$ cat config.mk
export PLATFORM = sky130hd
export DESIGN_NAME = mc_datapath
export DESIGN_NICKNAME = d
export VERILOG_FILES = /design/src/rtl/mips_pkg.sv /design/src/rtl/mc_alu.sv /design/src/rtl/mc_datapath.sv
export SDC_FILE = /design/constraint.sdc
export NUM_CORES = 2
export LEC_CHECK = 0
export ABC_AREA = 0
export CORE_MARGIN = 2
export CORE_UTILIZATION = 57
export DETAILED_ROUTE_END_ITERATION = 10
export GPL_TIMING_DRIVEN = 0
export MAX_ROUTING_LAYER = met4
export PLACE_DENSITY = 0.77
export SLEW_MARGIN = 20
export SYNTH_ARGS = -nofsm -noshare
export SYNTH_HDL_FRONTEND = slang
export SYNTH_SLANG_ARGS = --single-unit
$ cat constraint.sdc
create_clock -name clk -period 4.7 [get_ports clk]
set_clock_uncertainty 0.05 [all_clocks]
set_input_delay 0.705 -clock clk [delete_from_list [all_inputs] [get_ports clk]]
set_output_delay 0.705 -clock clk [all_outputs]
set_load 0.02 [all_outputs]
$ cat src/rtl/mips_pkg.sv
// Encodings shared between the multicycle MIPS datapath and its control FSM:
// ALU operation codes, ALU B-source select values and the primary opcodes.
package mips_pkg;

  localparam logic [2:0] ALU_ADD = 3'b010;
  localparam logic [2:0] ALU_SUB = 3'b110;
  localparam logic [2:0] ALU_AND = 3'b000;
  localparam logic [2:0] ALU_OR  = 3'b001;
  localparam logic [2:0] ALU_SLT = 3'b111;

  localparam logic [1:0] SRCB_B     = 2'b00;
  localparam logic [1:0] SRCB_FOUR  = 2'b01;
  localparam logic [1:0] SRCB_IMM   = 2'b10;
  localparam logic [1:0] SRCB_IMMSH = 2'b11;

  localparam logic [5:0] OP_RTYPE = 6'h00;
  localparam logic [5:0] OP_LW    = 6'h23;
  localparam logic [5:0] OP_SW    = 6'h2b;
  localparam logic [5:0] OP_BEQ   = 6'h04;
  localparam logic [5:0] OP_ADDI  = 6'h08;

  function automatic logic [31:0] sign_ext16(input logic [15:0] imm);
    return {{16{imm[15]}}, imm};
  endfunction

endpackage

$ cat src/rtl/mc_alu.sv
// Combinational ALU for the multicycle datapath: add/sub/and/or/signed slt.
// Unused operation codes produce zero.
module mc_alu
  import mips_pkg::*;
#(
  parameter int XLEN = 32
) (
  input  logic [XLEN-1:0] a,
  input  logic [XLEN-1:0] b,
  input  logic [2:0]      alu_control,
  output logic [XLEN-1:0] result,
  output logic            zero
);

  always_comb begin
    result = '0;
    case (alu_control)
      ALU_ADD: result = a + b;
      ALU_SUB: result = a - b;
      ALU_AND: result = a & b;
      ALU_OR:  result = a | b;
      ALU_SLT: result = {{(XLEN-1){1'b0}}, ($signed(a) < $signed(b))};
      default: result = '0;
    endcase
  end

  assign zero = (result == '0);

endmodule

$ cat src/rtl/mc_datapath.sv
// Multicycle MIPS datapath: PC/IR/MDR/A/B/ALUOut, 32x32 register file and ALU.
// Optional DATAPATH_DEBUG_EN adds a third register-file read port and a PC view.
module mc_datapath
  import mips_pkg::*;
#(
  parameter logic [31:0] RESET_PC = 32'h0000_0000,
  parameter int          XLEN     = 32
) (
  input  logic            clk,
  input  logic            rst_n,
  input  logic            PCWrite,
  input  logic            Branch,
  input  logic            PCSrc,
  input  logic [2:0]      ALUControl,
  input  logic [1:0]      ALUSrcB,
  input  logic            ALUSrcA,
  input  logic            RegWrite,
  input  logic            lorD,
  input  logic            MemWrite,
  input  logic            IRWrite,
  input  logic            RegDst,
  input  logic            MemtoReg,
  output logic [5:0]      Op,
  output logic [5:0]      Funct,
  output logic [XLEN-1:0] mem_addr,
  output logic [XLEN-1:0] mem_wdata,
  output logic            mem_we,
  input  logic [XLEN-1:0] mem_rdata
`ifdef DATAPATH_DEBUG_EN
  ,
  input  logic [4:0]      dbg_raddr,
  output logic [XLEN-1:0] dbg_rdata,
  output logic [XLEN-1:0] dbg_pc
`endif
);

  logic [XLEN-1:0] pc, ir, mdr, a, b, alu_out;
  logic [XLEN-1:0] rf [32];
  logic [XLEN-1:0] rd1, rd2, src_a, src_b, sign_imm, alu_result, wdata;
  logic [4:0]      wreg;
  logic            zero, pc_en;

  assign sign_imm = sign_ext16(ir[15:0]);
  assign rd1      = (ir[25:21] == 5'd0) ? '0 : rf[ir[25:21]];
  assign rd2      = (ir[20:16] == 5'd0) ? '0 : rf[ir[20:16]];
  assign wreg     = RegDst ? ir[15:11] : ir[20:16];
  assign wdata    = MemtoReg ? mdr : alu_out;

  assign src_a = ALUSrcA ? a : pc;

  always_comb begin
    src_b = b;
    case (ALUSrcB)
      SRCB_B:     src_b = b;
      SRCB_FOUR:  src_b = 32'd4;
      SRCB_IMM:   src_b = sign_imm;
      SRCB_IMMSH: src_b = {sign_imm[XLEN-3:0], 2'b00};
      default:    src_b = b;
    endcase
  end

  mc_alu #(.XLEN(XLEN)) u_alu (
    .a           (src_a),
    .b           (src_b),
    .alu_control (ALUControl),
    .result      (alu_result),
    .zero        (zero)
  );

  assign pc_en = PCWrite | (Branch & zero);

  always_ff @(posedge clk or negedge rst_n) begin
    if (!rst_n) begin
      pc      <= RESET_PC;
      ir      <= '0;
      mdr     <= '0;
      a       <= '0;
      b       <= '0;
      alu_out <= '0;
    end else begin
      mdr     <= mem_rdata;
      a       <= rd1;
      b       <= rd2;
      alu_out <= alu_result;
      if (IRWrite) ir <= mem_rdata;
      if (pc_en)   pc <= PCSrc ? alu_out : alu_result;
    end
  end

  // A/B above read the pre-edge contents, so a same-edge write is not bypassed.
  always_ff @(posedge clk or negedge rst_n) begin
    if (!rst_n) begin
      for (int i = 0; i < 32; i++) rf[i] <= '0;
    end else if (RegWrite && (wreg != 5'd0)) begin
      rf[wreg] <= wdata;
    end
  end

  assign Op        = ir[31:26];
  assign Funct     = ir[5:0];
  assign mem_addr  = lorD ? alu_out : pc;
  assign mem_wdata = b;
  assign mem_we    = MemWrite;

`ifdef DATAPATH_DEBUG_EN
  assign dbg_rdata = (dbg_raddr == 5'd0) ? '0 : rf[dbg_raddr];
  assign dbg_pc    = pc;
`endif

endmodule

* After elaboration in Yosys (flattened, before gate mapping)
Index checks and enable logic that the tools add are counted.
Widths: inputs -> output; s select.
** Storage, ports and cells
- RAM bits :: 0
- Logic and storage cells :: 85
- Input bits :: 49
- Flip-flop bits (word level) :: 1216
- Memories :: 0
- Memory bits (read-only) :: 0
- Latch bits :: 0
** Operators by class
- Multiplexer cells :: 18
- Shift-type cells :: 0
- Bitwise operators :: 7
- Reductions and logical operators :: 8
- $mul :: 0
- Add/sub/neg operators :: 2
- Divide/modulo/power cells :: 0
- Equal/unequal tests :: 7
- $lt $le $gt $ge :: 5
** Operators with widths (count)
- $bwmux 1024 :: 1
- $mux 32 :: 11
- $bmux 32 s5 :: 2
- $demux 32 s5 :: 1
- $pmux 32 s5 :: 1
- $pmux 32 s4 :: 1
- $add 32x32->32 :: 1
- $and 32x32->32 :: 1
- $logic_not 32->1 :: 1
- $lt 32x32->1 :: 1
- $or 32x32->32 :: 1
- $sub 32x32->32 :: 1
- $ge 6x6->1 const B :: 3
- $not 5->6 :: 3
- $logic_not 5->1 :: 2
- $eq 3x3->1 const B :: 2
- $lt 6x1->1 const B :: 1
- $mux 5 :: 1
- $reduce_bool 5->1 :: 1
- $eq 2x2->1 const B :: 2
- $eq 3x1->1 const B :: 1
- $eq 3x2->1 const B :: 1
- $logic_not 3->1 :: 1
- $eq 2x1->1 const B :: 1
- 4 further kinds :: 5

* Logic depth before layout (Yosys ltp)
- Word-level depth :: 7
- Mapped depth :: 19

* Modules after synthesis
Synthesis repeated with hierarchy kept, for this count alone.
** Second synthesis, totals
- Cell total of the unflattened synthesis :: 6001
- Area total of the unflattened synthesis :: 65376.5 um^2
** Modules (own cells, without submodules)
- mc_datapath :: instances 1, area an instance 60167.7 um^2, cells an instance 5207, sequential area each 30429.2 um^2
- mc_alu :: instances 1, area an instance 5208.7 um^2, cells an instance 794, sequential area each 0.0 um^2

* Worst setup path before layout
No wires, ideal clock.
- Kind :: input to register
- Start :: input port ALUSrcB[1]
- End :: register pc[21]
- Stages :: 18
- Path buffers :: 3
- Data required time :: 4.523 ns
- Path slack :: -1.092 ns
- Arrival :: 5.614 ns
- Cells stage by stage :: clkbuf_1 -> clkbuf_1 -> mux2i_1 -> nor2_1 -> ha_1 -> fa_1 -> nor2_1 -> o31ai_1 -> a221oi_1 -> o22ai_1 -> or4_1 -> or4_1 -> or4_1 -> nor4_1 -> nand4_1 -> o31ai_4 -> buf_6 -> mux2_1
** Between the ends
- Cells in the longest elaborated chain, start to end :: 7
** RTL lines
- start: declaration :: RTL line mc_datapath.sv:15 : input logic [1:0] ALUSrcB,
- $eq 2x2->1 (tied with other cells) :: RTL line mc_datapath.sv:53 : case (ALUSrcB)
- $pmux 32 s4 * :: RTL line mc_datapath.sv:53
- $sub 32x32->32 (tied with other cells) :: RTL line mc_alu.sv:19 : ALU_SUB: result = a - b;
- $pmux 32 s5 * :: RTL line mc_alu.sv:17 : case (alu_control)
- net alu_result[4] :: RTL line mc_datapath.sv:39 : logic [XLEN-1:0] rd1, rd2, src_a, src_b, sign_imm, alu_result, wdata;
- $logic_not 32->1 * :: RTL line mc_alu.sv:27 : assign zero = (result == '0);
- $and 1x1->1 * :: RTL line mc_datapath.sv:70 : assign pc_en = PCWrite | (Branch & zero);
- $or 1x1->1 * :: RTL line mc_datapath.sv:70
- end signal: assignment :: RTL line mc_datapath.sv:86 : if (pc_en) pc <= PCSrc ? alu_out : alu_result;
- end: declaration :: RTL line mc_datapath.sv:37 : logic [XLEN-1:0] pc, ir, mdr, a, b, alu_out;
Mark *: on every way through the listed nets, which the timed path passes. The rest lies on a longest branch.
A chain may end at the register's enable or synchronous reset.

* Worst setup path after layout
- Start :: input port ALUControl[2]
- End :: register pc[17]
** Between the ends
- Cells in the longest elaborated chain, start to end :: 5
** RTL lines
- start: declaration :: RTL line mc_datapath.sv:14 : input logic [2:0] ALUControl,
- $eq 3x3->1 (tied with other cells) :: RTL line mc_alu.sv:17
- $pmux 32 s5 * :: RTL line mc_alu.sv:17
- net alu_result[16] :: RTL line mc_datapath.sv:39
- $logic_not 32->1 * :: RTL line mc_alu.sv:27
- $and 1x1->1 * :: RTL line mc_datapath.sv:70
- $or 1x1->1 * :: RTL line mc_datapath.sv:70
Marks and branches as above.

==> flow_metrics.tcl <==
set metrics [dict create \
    yosysUniqueCellTypes 77 \
    cts_root_buf "clkbuf_16" \
    use_met2 0.633 \
    grt_pass1_wl_mm 353 \
    grt_max_degree 141 \
    clk_latency_ns 0.74 \
    drc_errors 0 \
    period_share 1.16 \
    fin_crit_ns 5.44 \
    place_ws_ns -3.01 \
    whs_ns 0.374 \
    cts_htree_levels 3 \
    synthFlopType "dfrtp_1" \
    crit_slowest_cell "clkbuf_2" \
    setup_viol 46 \
    detail_route.first_pass.iterations 10 \
    final_cell_mix "1,213 x dfrtp_1, 1,143 x nor2_1, 1,066 x a21oi_1" \
    vias 53300 \
    path_class "in2reg" \
    crit_fanout 10 \
    seq_area_frac_synth 0.469 \
    die_w_microns 341 \
    clock_sinks 1216 \
    ir_drop_mv 0.381 \
    pin_count 126 \
    crit_arrival_ns 6.00 \
    postRouteAntennaNets 0 \
    drive_gt1_frac 0.203 \
    post_drt_via_cell_ratio 6.92 \
    grt_pass1_vias 53700 \
    ys_async_sr_fraction 1.00 \
    top_usage_layer "met2" \
    crit_path_frequent_cell "clkbuf_2" \
    syn_inst 5810 \
    core.rowCount 123 \
    wl_mm 243 \
    groute.usage.overall 0.431 \
    syn_avg_cell_area_sq_um 11.2 \
    area_growth_pct 13.9 \
    setup_slack_ns -0.740 \
    worst_setup_path_end_kind "flop" \
    clk_pin_slew_ns 0.07 \
    ys_ff_latch 1216 \
    critical_path.top_delay_family "buffers and inverters" \
    hold_viol 0 \
    crit_buf_inv 9 \
    required_ns 5.26 \
    drtIter0Drc 8025 \
    antenna_found_initial 8 \
    met3_usage 0.133 \
    place_congestion 1.08 \
    final_common_cell "dfrtp_1" \
    core_region_area_sq_um 113000 \
    fillers 8445 \
    drv_slew 0 \
    dp.final_hpwl_mm 187 \
    die_area_sq_um 116000 \
    ys_warn_count 0 \
    tightest_slew_ns 1.32 \
    maxCapViolCount 0 \
    critPathMaxStageDelay_ns 0.46 \
    holdCritPathClass "in2reg" \
    slew_headroom 0.118 \
    power_density_nw_per_um2 689 \
    run_status "complete, but fails checks" \
    cts_buffers 117 \
    syn_nets 5957 \
    start_util 0.575 \
    cts_tree "done" \
    finalNetCount 6239 \
    clk_path_buf_depth 3 \
    synth_edf_count 0 \
    grt_overflow 0 \
    detail_route.wl_per_cell_microns 31.6 \
    crit_chain "clkdlybuf4s50_1, buf_2, nand2_1, or2_2, clkbuf_2, clkbuf_2, clkbuf_2, clkbuf_2, o211ai_1, o21a_1, nor4_4, nand4_1, o31ai_4, buf_12, buf_12, buf_12, mux2_4" \
    violations "negative setup slack" \
    grt_use_met1 0.515 \
    synthesis.area_sq_um 64800 \
    die_height_microns 341 \
    fmax_mhz 184 \
    rsz0062_at_grt "true" \
    leakagePower_nw 30.6 \
    cp-start-kind "primary input" \
    portBuffers 118 \
]
cell families after synthesis:
| family | Yosys count | share of synthesized area |
|---|---|---|
| buffers and inverters | 695 | 0.0416 |
| flip-flops | 1216 | 0.469 |
| XOR/XNOR | 9 | 0.00122 |
| AO/OA/AOI/OAI | 1457 | 0.127 |
| adder cells (fa/ha/maj) | 98 | 0.0191 |
| AND/OR/NAND/NOR | 1404 | 0.0872 |
| multiplexers | 931 | 0.254 |
per-layer routing:
layer,share of wire,wire length [microns]
met5,0,0
met3,0.13,30800
met4,0.083,20100
met1,0.34,82600
met2,0.45,110000
cell type report:
class | count | area, sq um | share of cell area
antenna | 8 | 20.0 | 0.000271
buffer | 583 | 2540 | 0.0345
clock buffer | 146 | 3250 | 0.0440
clock inverter | 76 | 863 | 0.0117
inverter | 106 | 398 | 0.00539
multi-input combinational | 3899 | 32500 | 0.440
sequential | 1216 | 30400 | 0.412
tap | 1500 | 1880 | 0.0254
timing repair buffer | 169 | 1930 | 0.0262
Yosys cell counts, types with 5 or more instances:
master / instances / area (sq um)
a2111oi_0: 5 / 43.8
a211o_1: 15 / 131
a211oi_1: 24 / 180
a21o_1: 22 / 165
a21oi_1: 1086 / 5440
a221o_1: 5 / 50.1
a221oi_1: 24 / 210
a22o_1: 16 / 140
a31oi_1: 10 / 62.6
buf_1: 81 / 304
buf_2: 5 / 25.0
buf_4: 14 / 105
clkbuf_1: 483 / 1810
dfrtp_1: 1216 / 30400
ha_1: 96 / 1200
inv_1: 106 / 398
mux2_1: 29 / 327
mux2_2: 168 / 1890
mux2i_1: 182 / 1820
mux4_2: 552 / 12400
nand2_1: 87 / 327
nand2b_1: 11 / 68.8
nand3_1: 16 / 80.1
nand4_1: 21 / 131
nor2_1: 1149 / 4310
nor2b_1: 11 / 68.8
nor3_1: 47 / 235
nor4_1: 16 / 100
o2111ai_1: 7 / 61.3
o211ai_1: 25 / 188
o21a_1: 5 / 37.5
o21ai_0: 66 / 330
o221ai_1: 33 / 289
o22ai_1: 38 / 238
o31ai_1: 23 / 173
or2_2: 5 / 31.3
or3_1: 12 / 75.1
or4_1: 8 / 60.1
xnor2_1: 9 / 78.8
sequential cells by signal, indices dropped and copies added, names as in the netlist:
name	cells
mdr	32
rf	1024
a	32
ir	32
alu_out	32
pc	32
mem_wdata	32
worst paths after layout:
kind / startpoint / end / slack (ns) / cells after the start
worst min register to register: rf[1022] / rf[1022] / 0.43 / 1
worst max register to register: mem_wdata[2] / pc[17] / -0.67 / 18
worst min-delay path: mem_rdata[3] / mdr[3] / 0.37 / 1
min in group asynchronous: rst_n / rf[28] / 0.42 / 2
max in group asynchronous: rst_n / alu_out[4] / 0.85 / 7
worst max-delay path: ALUControl[2] / pc[17] / -0.74 / 17
timing repair:
| item | CTS | global route |
|---|---|---|
| hold buffers | 1 | 0 |
| setup buffers | 23 | 6 |
| resized for setup | 157 | 55 |
| endpoints found under the hold margin | 59 | 0 |
| gates cloned | 3 | 0 |
| setup endpoints to repair | 78 | 50 |
| pin swaps | 26 | 20 |
per-stage QoR:
step | cells | TNS (ns) | util | instance area (sq um) | total power, mW
after floorplan | 5810 | -9.63 | - | 65000 | 31.6
after global placement | 7428 | - | 0.604 | 68000 | 37.9
after detailed placement | 7447 | -128.66 | 0.609 | 68600 | 38.9
after CTS | 7693 | -19.59 | 0.653 | 73600 | 49.7
after global routing | 7701 | -20.54 | 0.655 | 73800 | 52.8
final | 7703 | -23.40 | 0.655 | 73800 | 50.9
where the power goes:
part	total, mW	leakage, nW	switching, mW	internal (mW)
combinational	21.3	13.8	11.6	9.69
clock	10.1	1.99	4.42	5.72
sequential	19.4	14.8	4.09	15.3
Power figures use the tool's default switching activity.
